## config.mk

```make
export PLATFORM = sky130hd
export DESIGN_NAME = sync_fifo
export DESIGN_NICKNAME = d
export VERILOG_FILES = /design/src/rtl/sync_fifo.sv
export SDC_FILE = /design/constraint.sdc
export NUM_CORES = 1
export LEC_CHECK = 0
export CAP_MARGIN = 20
export CORE_MARGIN = 5
export CORE_UTILIZATION = 50
export DETAILED_ROUTE_END_ITERATION = 10
export PLACE_DENSITY = 0.74
export SYNTH_ARGS = -nofsm -noshare
export SYNTH_HDL_FRONTEND = slang
export SYNTH_SLANG_ARGS = --single-unit
export TNS_END_PERCENT = 50
```

## constraint.sdc

```tcl
create_clock -name clk -period 6.1 [get_ports clk]
set_input_delay 1.22 -clock clk [delete_from_list [all_inputs] [get_ports clk]]
set_output_delay 1.22 -clock clk [all_outputs]
set_load 0.01 [all_outputs]
```

## src/rtl/sync_fifo.sv

```systemverilog
// rtl/sync_fifo.sv - single-clock FIFO with first-word-fall-through output and synchronous clear
module sync_fifo #(
    parameter int WIDTH = 12,
    parameter int DEPTH = 4
) (
    input  logic             clk,
    input  logic             rst_n,
    input  logic             clr,
    input  logic             push,
    input  logic             pop,
    input  logic [WIDTH-1:0] din,
    output logic [WIDTH-1:0] dout,
    output logic             full,
    output logic             empty
);

    localparam int AW = $clog2(DEPTH);

    logic [WIDTH-1:0] mem [DEPTH];
    logic [AW:0]      wr_ptr;
    logic [AW:0]      rd_ptr;
    logic             do_push;
    logic             do_pop;

    // Pointers carry a wrap bit so full and empty are distinguishable with equal indices.
    assign full    = (wr_ptr[AW] != rd_ptr[AW]) && (wr_ptr[AW-1:0] == rd_ptr[AW-1:0]);
    assign empty   = (wr_ptr == rd_ptr);
    assign dout    = mem[rd_ptr[AW-1:0]];
    assign do_push = push && !full && !clr;
    assign do_pop  = pop && !empty && !clr;

    always_ff @(posedge clk) begin
        if (!rst_n || clr) begin
            wr_ptr <= '0;
            rd_ptr <= '0;
        end else begin
            if (do_push) begin
                wr_ptr <= wr_ptr + 1'b1;
            end
            if (do_pop) begin
                rd_ptr <= rd_ptr + 1'b1;
            end
        end
    end

    always_ff @(posedge clk) begin
        if (do_push) begin
            mem[wr_ptr[AW-1:0]] <= din;
        end
    end

endmodule

```

Word level (Yosys, flattened, before mapping)
Memories as Yosys holds them, arrays and structs flattened. A register that Yosys moved wholly into a read port is not among the register bits.
Cells that the tools add are included.
Cells by class
  add/sub/neg operators: 2
  $mul: 0
  div/mod/pow operators: 0
  order comparisons: 0
  equal/unequal tests: 3
  shift-type cells: 0
  mux-type cells: 4
  bitwise gates (word level): 0
  reductions and logical operators: 10
Operators by type and width (count)
  adder 3 x 1 -> 3 bit (second input constant): 2
  logical AND 1 bit: 5
  zero test 1 bit: 4
  2-to-1 mux 2 bit: 2
  equality test 3 bit: 1
  equality test 2 bit: 1
  2-to-1 mux 1 bit: 2
  logical OR 1 bit: 1
  inequality test 1 bit: 1
Word-level totals
  register bits: 6
  bits in latches: 0
  memory bits (writable): 48
  memory bits (read-only): 0
  output and inout bits: 14
  logic and storage cells: 22
  memories kept: 1
Memory list
  mem: depth 4, width 12, read ports 1, clocked after memory_dff 1, write ports 1, RTL line 19  | logic [WIDTH-1:0] mem [DEPTH];

Depth between registers and ports, before layout
Gate-level depths: netlist of the first run.
  word-level depth: 7
  depth in mapped cells: 6
  mapped depth without buffers: 5

Least setup slack after synthesis of the first run
Ideal clock, no wire load.
  path kind: in2reg
  from: input clr
  to: memory mem[0][0], enable pin
  library setup time: 404 ps
  arrival time: 2419 ps
  data required time: 5696 ps
  slack: 3277 ps
  cell stages on the path: 2
  buffers on the path: 0
  path through: nand2b_1 > a311oi_1
Between the ends
  longest elaborated chain between the ends: 4
RTL lines
  from (decl): RTL line 8  | input logic clr,
  zero test 1 bit: RTL line 29  | assign do_push = push && !full && !clr;
  logical AND 1 bit: RTL line 29
  2-to-1 mux 1 bit: RTL line 47  | if (do_push) begin
  2-to-1 mux 1 bit (not written as such): RTL line 48  | mem[wr_ptr[AW-1:0]] <= din;
  to (decl): RTL line 19
No other way between the ends.

==> results of run 1 <==
## state kept, by name, indices dropped and copies added (netlist names), named ones only
signal	flops
rd_ptr	3
mem	48
wr_ptr	3
## cell usage after synthesis, types with 4 or more instances
master | number | area [um^2]
a31oi_1 | 5 | 31.28
nand2b_1 | 4 | 25.02
edfxtp_1 | 48 | 1441
nand2_1 | 4 | 15.01
ha_1 | 5 | 62.56
a21oi_1 | 4 | 20.02
mux4_2 | 12 | 270.3
o211ai_1 | 4 | 30.03
dfxtp_1 | 8 | 160.2
## metal layers
metal	vias to the layer above	share of wire, %	wire, um	global-route usage (%)
met4	0	1.1	44	5.769
met3	4	4.9	202	3.890
met2	46	54	2209	26.63
met5	-	0	0	0
met1	641	40	1670	18.16
li1	603	-	-	-
## worst max-delay path, cell delays in order (launching register included)
cell	delay [ns]
dfxtp_1	0.85
mux4_2	0.60
clkdlybuf4s50_1	0.50
## layout make-up
| class | instances | area (um^2) | area share, % |
|---|---|---|---|
| Clock buffer | 6 | 72.57 | 2.620 |
| Clock inverter | 1 | 5.005 | 0.1807 |
| Inverter | 3 | 11.26 | 0.4065 |
| Multi-Input combinational cell | 69 | 706.9 | 25.52 |
| Sequential cell | 56 | 1602 | 57.81 |
| Tap cell | 52 | 65.06 | 2.349 |
| Timing Repair Buffer | 31 | 307.8 | 11.11 |
## cells by family (layout without fill, tap and decap cells)
logic type | Yosys count | after routing | share of synthesized area, %
xor gates and xnor gates | 6 | 6 | 2.581
buffers and inverters | 6 | 41 | 1.075
and+or+nand+nor | 27 | 27 | 7.473
AOI/OAI and AO/OA | 19 | 19 | 5.753
adders and majority gates | 5 | 5 | 2.688
muxes | 12 | 12 | 11.61
DFF | 56 | 56 | 68.82
## power breakdown
part / switching (mW) / internal, mW
combinational: 0.0262 / 0.0336
sequential: 0.00562 / 0.423
clock: 0.104 / 0.0783
total: 0.136 / 0.535
## how the worst max path moves through the flow
stage | startpoint | to | slack (ns) | cells past startpoint
after detailed placement | register | dout[3] | 2.90 | 2
after global routing | register | dout[3] | 2.41 | 2
after CTS | register | dout[3] | 2.55 | 2
final | register | dout[3] | 2.64 | 2
after floorplan | clr | mem[0][0] | 3.28 | 2
after global placement | clr | mem[0][9] | 2.77 | 3
## placed cells by master (no fill, tap or decap), types with 2 or more instances in the layout
cell type / synthesis / layout
clkdlybuf4s50_1: 0 / 30
ha_1: 5 / 5
a31oi_1: 5 / 5
and2_1: 3 / 3
nor2_1: 2 / 2
inv_1: 3 / 3
a21oi_1: 4 / 4
and3_1: 3 / 3
xnor2_1: 2 / 2
xor2_1: 3 / 3
nand2_1: 4 / 4
clkbuf_8: 0 / 5
edfxtp_1: 48 / 48
a211o_1: 2 / 2
dfxtp_1: 8 / 8
o21ai_0: 2 / 2
nor4bb_1: 3 / 3
o211ai_1: 4 / 4
mux4_2: 12 / 12
nand4_1: 2 / 2
nand2b_1: 4 / 4
## through the flow
step           instance area (um^2)  hold WS [ns]  worst slack (ns)  util [%]
2_1_floorplan                  2327        0.5005             3.277         -
3_3_place_gp                   2685        0.5209             2.769     60.42
3_5_place_dp                   2693        0.5392             2.896     60.59
4_1_cts                        2770        0.5530             2.546     62.33
5_1_grt                        2770        0.5991             2.408     62.33
6_report                       2770        0.5509             2.641     62.33
==> flow_summary.rst, run 1 <==
.. list-table::
   :header-rows: 1

   * - Metric
     - Value
   * - Outcome
     - finished, final reports clean
   * - Final TNS setup
     - 0 ns
   * - Drc violations
     - 0
   * - Number of antenna violations at the first check in global routing
     - 0
   * - TritonCTS clock tree
     - done
   * - Routability congestion estimate
     - 0.9167
   * - Startpoint of the most critical register-to-register path
     - wr_ptr[1]
   * - Maximum frequency from static timing analysis
     - 289.1 MHz
   * - Die Outline Area
     - between 6000 and 7000 um^2
   * - Placed cell count
     - 211
   * - Post-DP HPWL
     - 2911 um
   * - Unrepaired setup endpoints after global routing
     - no
   * - WL/cell
     - 18.92 um
   * - Final-layout fill cell count
     - between 300 and 400
   * - Setup slack of the worst register-to-register path
     - roughly 4 ns
   * - Depth of the worst register-to-register path
     - 3
   * - Worst Skew
     - ~0.0078 ns
   * - Vert. Die Dim
     - 78.23 um
   * - Antenna Violating Nets Remaining
     - 0
   * - Critical path class
     - reg2out
   * - Post-synthesis sequential area ratio
     - 68.82%
   * - Netlist Area Pre-Place
     - 2327 um^2
   * - # port buffers
     - 30
   * - Floorplan core area
     - 4444 um^2
   * - Maximum count of clock buffers along a single path
     - 2
   * - Number of global-route vias before repair
     - 1415
   * - Number of primary I/O pins
     - 31
   * - Final layout net count
     - 188
   * - Worst hold stages
     - 2
   * - Max Transition Viols Final
     - 0
   * - Terminating pin of the worst hold path
     - rd_ptr[2]
   * - Initial DRC count
     - 80
   * - Num CTS Buffers
     - 5
   * - Fin. Hold Viols
     - 0
   * - Synthesized instance count
     - 131
   * - Path category of the worst min-delay check
     - reg2reg
   * - Average size of a mapped cell
     - 17.77 um^2
   * - Resized cells post-CTS
     - 0
   * - Count of standard-cell rows
     - 24
   * - Synth warnings
     - 0
   * - Number of detailed-routing iterations run before antenna repair
     - 4
   * - Arrival time of data at the critical path endpoint
     - around 2.2 ns
   * - Die Wd
     - between 70 and 80 um
   * - Post-layout power
     - 670.2 uW
   * - Worst-Skew Late Latency
     - 0.30 ns
   * - Hold-fix buffers at CTS
     - 0
   * - Cell area power density
     - 241.9 nW/um^2
   * - Standby leakage power
     - 0.8942 nW
   * - Clock sink count
     - 56
   * - Total wire length
     - 4125 um
   * - Pin count of the biggest net entering global routing
     - 16
   * - Sum of overflow across all layers after global routing
     - 0
   * - Worst Path Required
     - 4.88 ns
   * - Synthesis-to-finish area growth
     - 19.03%
   * - H-tree Lvls
     - 2
   * - Number of register bits inferred by synthesis
     - 56
   * - Final setup vio count
     - 0
   * - Capturing element type of the critical path
     - output port
   * - Count of different cell masters after synthesis
     - 30
   * - Total of max-cap violations
     - 0
   * - VDD IR-drop max
     - 0.1004 mV
   * - Vias per std cell
     - 5.936
   * - Final cell count without fillers
     - 218
   * - Post-synthesis async set-or-reset flop share
     - 0%
   * - Vias after detailed routing
     - 1294
   * - ANT cells
     - 0
   * - Worst-path clk slew
     - 0.08 ns
   * - Final period util
     - 56.70%
   * - Crit path max fanout
     - 12
   * - Slew at the pin closest to its max-slew limit
     - 0.8038 ns
   * - EDFF count, synth
     - 48
   * - Initial cell density of the core
     - 52.36%
   * - Startpoint of the most critical hold path
     - rd_ptr[2]
   * - Number of buffers added for setup after CTS
     - 0
   * - Root cell of the clock tree
     - clkbuf_8
   * - Global Route Usage Sum
     - 15.23%
   * - Capturing point of the worst reg2reg path
     - mem[1][2]
   * - Wire length of the first global-routing pass
     - 7100 um
   * - Ratio of cells with drive above 1 in the final layout
     - 15.06%
   * - Crit start category
     - register
   * - Nets in the synthesized netlist
     - approximately 150
   * - Max-slew headroom
     - between 40% and 50%
   * - Primary flip-flop cell chosen by synthesis mapping
     - edfxtp_1
   * - Period minus WS final
     - 3.459 ns
(Power assumes the default switching activity.)
==> run 2: changes to the inputs <==
Clock period 6.1 ns to 3.4 ns, I/O delays scaled along.
==> run 2 against run 1 <==
Cell count grew 0.92%. Sequential power up 79%. Count of clock-buffer cells in the layout is 1 higher. First-iteration DRC count down 57%. Clock skew fell by 0.0035 ns. Via count is 0.15% lower. Design area up 0.72%.
==> flow_summary.rst, run 2 (synthesized netlist as in run 1, its figures left out) <==
.. list-table::
   :header-rows: 1

   * - Metric
     - Value
   * - Capturing point of the worst reg2reg path
     - mem[1][9]
   * - Cell area power density
     - 438.3 nW/um^2 (+81%)
   * - Routability congestion estimate
     - 0.8719 (-4.9%)
   * - Final-layout fill cell count
     - 327 (-1.5%)
   * - Total of max-cap violations
     - 0 (unchanged)
   * - Final period util
     - roughly four fifths
   * - Post-DP HPWL
     - 2849 um (-2.1%)
   * - Crit start category
     - register
   * - Resized cells post-CTS
     - 0 (unchanged)
   * - Final setup vio count
     - 0 (unchanged)
   * - Ratio of cells with drive above 1 in the final layout
     - 15.48% (+0.42 points)
   * - Internal power component
     - 982.7 uW (+84%)
   * - Root cell of the clock tree
     - clkbuf_8
   * - Floorplan core area
     - 4444 um^2 (unchanged)
   * - Outcome
     - finished, final reports clean
   * - Final TNS setup
     - 0 ns (unchanged)
   * - Terminating pin of the worst hold path
     - wr_ptr[2]
   * - Crit path max fanout
     - 9 (-3)
   * - Arrival time of data at the critical path endpoint
     - 2.09 ns (-0.15 ns)
   * - Power share of the clock group
     - 28.3% (+1.1 points)
   * - Combinational power share
     - 9.1% (+0.2 points)
   * - Sw Ratio
     - 19.63% (-0.59 points)
   * - Num CTS Buffers
     - 5 (unchanged)
   * - Number of flip-flops under the largest register name
     - 48 (unchanged)
   * - ANT cells
     - 0 (unchanged)
   * - Synthesis-to-finish area growth
     - 19.89%
   * - Hold-fix buffers at CTS
     - 0 (unchanged)
   * - Number of antenna violations at the first check in global routing
     - 0 (unchanged)
   * - Total wire length
     - 4058 um (-1.6%)
   * - Global Route Usage Sum
     - 14.52% (-0.70 points)
   * - Max-slew headroom
     - 56.78% (+10 points)
   * - Sequential cell fraction of total power
     - 62.6% (-1.3 points)
   * - Maximum frequency from static timing analysis
     - between 300 and 400 MHz
   * - Clock sink count
     - 56 (unchanged)
   * - Period minus WS final
     - 2.768 ns
   * - Standby leakage power
     - 0.9045 nW (+1.1%)
   * - Die Outline Area
     - 6119 um^2 (unchanged)
   * - Number of primary I/O pins
     - 31 (unchanged)
   * - Count of standard-cell rows
     - 24 (unchanged)
   * - Worst-Skew Late Latency
     - 0.30 ns (about the same)
   * - Vias per std cell
     - 5.873 (-1.1%)
   * - P_sw
     - 240.1 uW (+77%)
   * - VDD IR-drop max
     - 0.1711 mV (+70%)
   * - Leading cell types in the layout, fill and taps excluded
     - edfxtp_1, clkdlybuf4s50_1, mux4_2, dfxtp_1, clkbuf_8
   * - TritonCTS clock tree
     - done
   * - Vias after detailed routing
     - 1292 (-0.15%)
   * - Slew at the pin closest to its max-slew limit
     - 0.6484 ns (-0.1554 ns)
   * - Initial cell density of the core
     - 52.36% (unchanged)
   * - Post-place setup slack
     - 0.8248 ns (-2.071 ns)
   * - Number of detailed-routing iterations run before antenna repair
     - 4 (unchanged)
   * - Final layout net count
     - 189 (+0.53%)
   * - Critical path class
     - reg2out
   * - Worst hold stages
     - 2 (unchanged)
   * - Worst-path clk slew
     - 0.08 ns (about the same)
   * - Vert. Die Dim
     - 78.23 um (unchanged)
   * - Path category of the worst min-delay check
     - reg2reg
   * - Most common cell after layout, fill and taps aside
     - edfxtp_1
   * - Number of global-route vias before repair
     - 1329 (-6.1%)
   * - Wire length of the first global-routing pass
     - 6727 um (-5.3%)
   * - Pin count of the biggest net entering global routing
     - 17 (+1)
   * - Slack of the critical path
     - 0.6318 ns (-2.009 ns)
   * - Worst slack on hold paths
     - 0.5657 ns (+0.01485 ns)
   * - Max Transition Viols Final
     - 0 (unchanged)
   * - WL/cell
     - 18.45 um (-2.5%)
   * - Unrepaired setup endpoints after global routing
     - no
   * - Number of buffers added for setup after CTS
     - 0 (unchanged)
   * - Maximum count of clock buffers along a single path
     - 2 (unchanged)
   * - Capturing element type of the critical path
     - output port
   * - Initial DRC count
     - 34 (-57%)
   * - Die Wd
     - 78.23 um (unchanged)
   * - H-tree Lvls
     - 2 (unchanged)
   * - Worst Path Required
     - 2.72 ns (-2.16 ns)
   * - Startpoint of the most critical hold path
     - wr_ptr[2]
   * - Sum of overflow across all layers after global routing
     - 0 (unchanged)
   * - Cell area after placement
     - 2700 um^2 (+0.28%)
   * - # port buffers
     - 30 (unchanged)
   * - Drc violations
     - 0 (unchanged)
   * - Design area
     - 2790 um^2 (+0.72%)
   * - Worst Skew
     - 0.004358 ns (-0.003476 ns)
   * - Depth of the worst register-to-register path
     - 3 (unchanged)
   * - Setup slack of the worst register-to-register path
     - 1.39 ns (-2.66 ns)
   * - Antenna Violating Nets Remaining
     - 0 (unchanged)
   * - Startpoint of the most critical register-to-register path
     - wr_ptr[1]
   * - Fin. Hold Viols
     - 0 (unchanged)
-- run 2: through the flow --
step / instances / util [%] / total power, mW
finish: 220 / 62.78 / 1.223
detailed placement: 212 / 60.75 / 0.8938
global placement: 212 / 60.75 / 0.8900
floorplan: 131 / - / 0.8306
global route: 220 / 62.78 / 1.279
CTS: 220 / 62.78 / 1.238
-- run 2: worst max-delay path, stage by stage, from the launching register on --
cell,delay (ns)
dfxtp_1,0.42
xnor2_1,0.52
nand2_2,0.17
nor2_1,0.13
clkdlybuf4s50_1,0.55
-- run 2: power groups by stage --
stage	logic (mW)	registers (mW)	clock network, mW
finish	0.111	0.766	0.346
CTS	0.112	0.766	0.360
global placement	0.109	0.781	0
floorplan	0.0510	0.780	0
global route	0.120	0.767	0.392
detailed placement	0.112	0.782	0
-- run 2: area by class of cell --
type	instances	area [um^2]	area share, %
Tap cell	52	65.06	2.332
Inverter	3	11.26	0.4036
Clock inverter	1	3.754	0.1345
Clock buffer	7	86.33	3.094
Sequential cell	56	1602	57.40
Timing Repair Buffer	32	315.3	11.30
Multi-Input combinational cell	69	706.9	25.34
-- run 2: how the worst max path moves through the flow --
stage                          from         to  cells after the start
after floorplan                 clr  mem[0][0]                      2
after global placement          clr  mem[2][8]                      4
after detailed placement        clr  mem[1][9]                      4
after CTS                 wr_ptr[1]      empty                      4
after global routing      wr_ptr[1]      empty                      4
final                     wr_ptr[1]      empty                      4
-- run 2: metal layers --
layer / share of wire [%] / global-route usage [%]
met3: 5.3 / 4.462
met1: 41 / 17.28
met5: 0 / 0
met4: 1.7 / 5.245
met2: 52 / 25.00
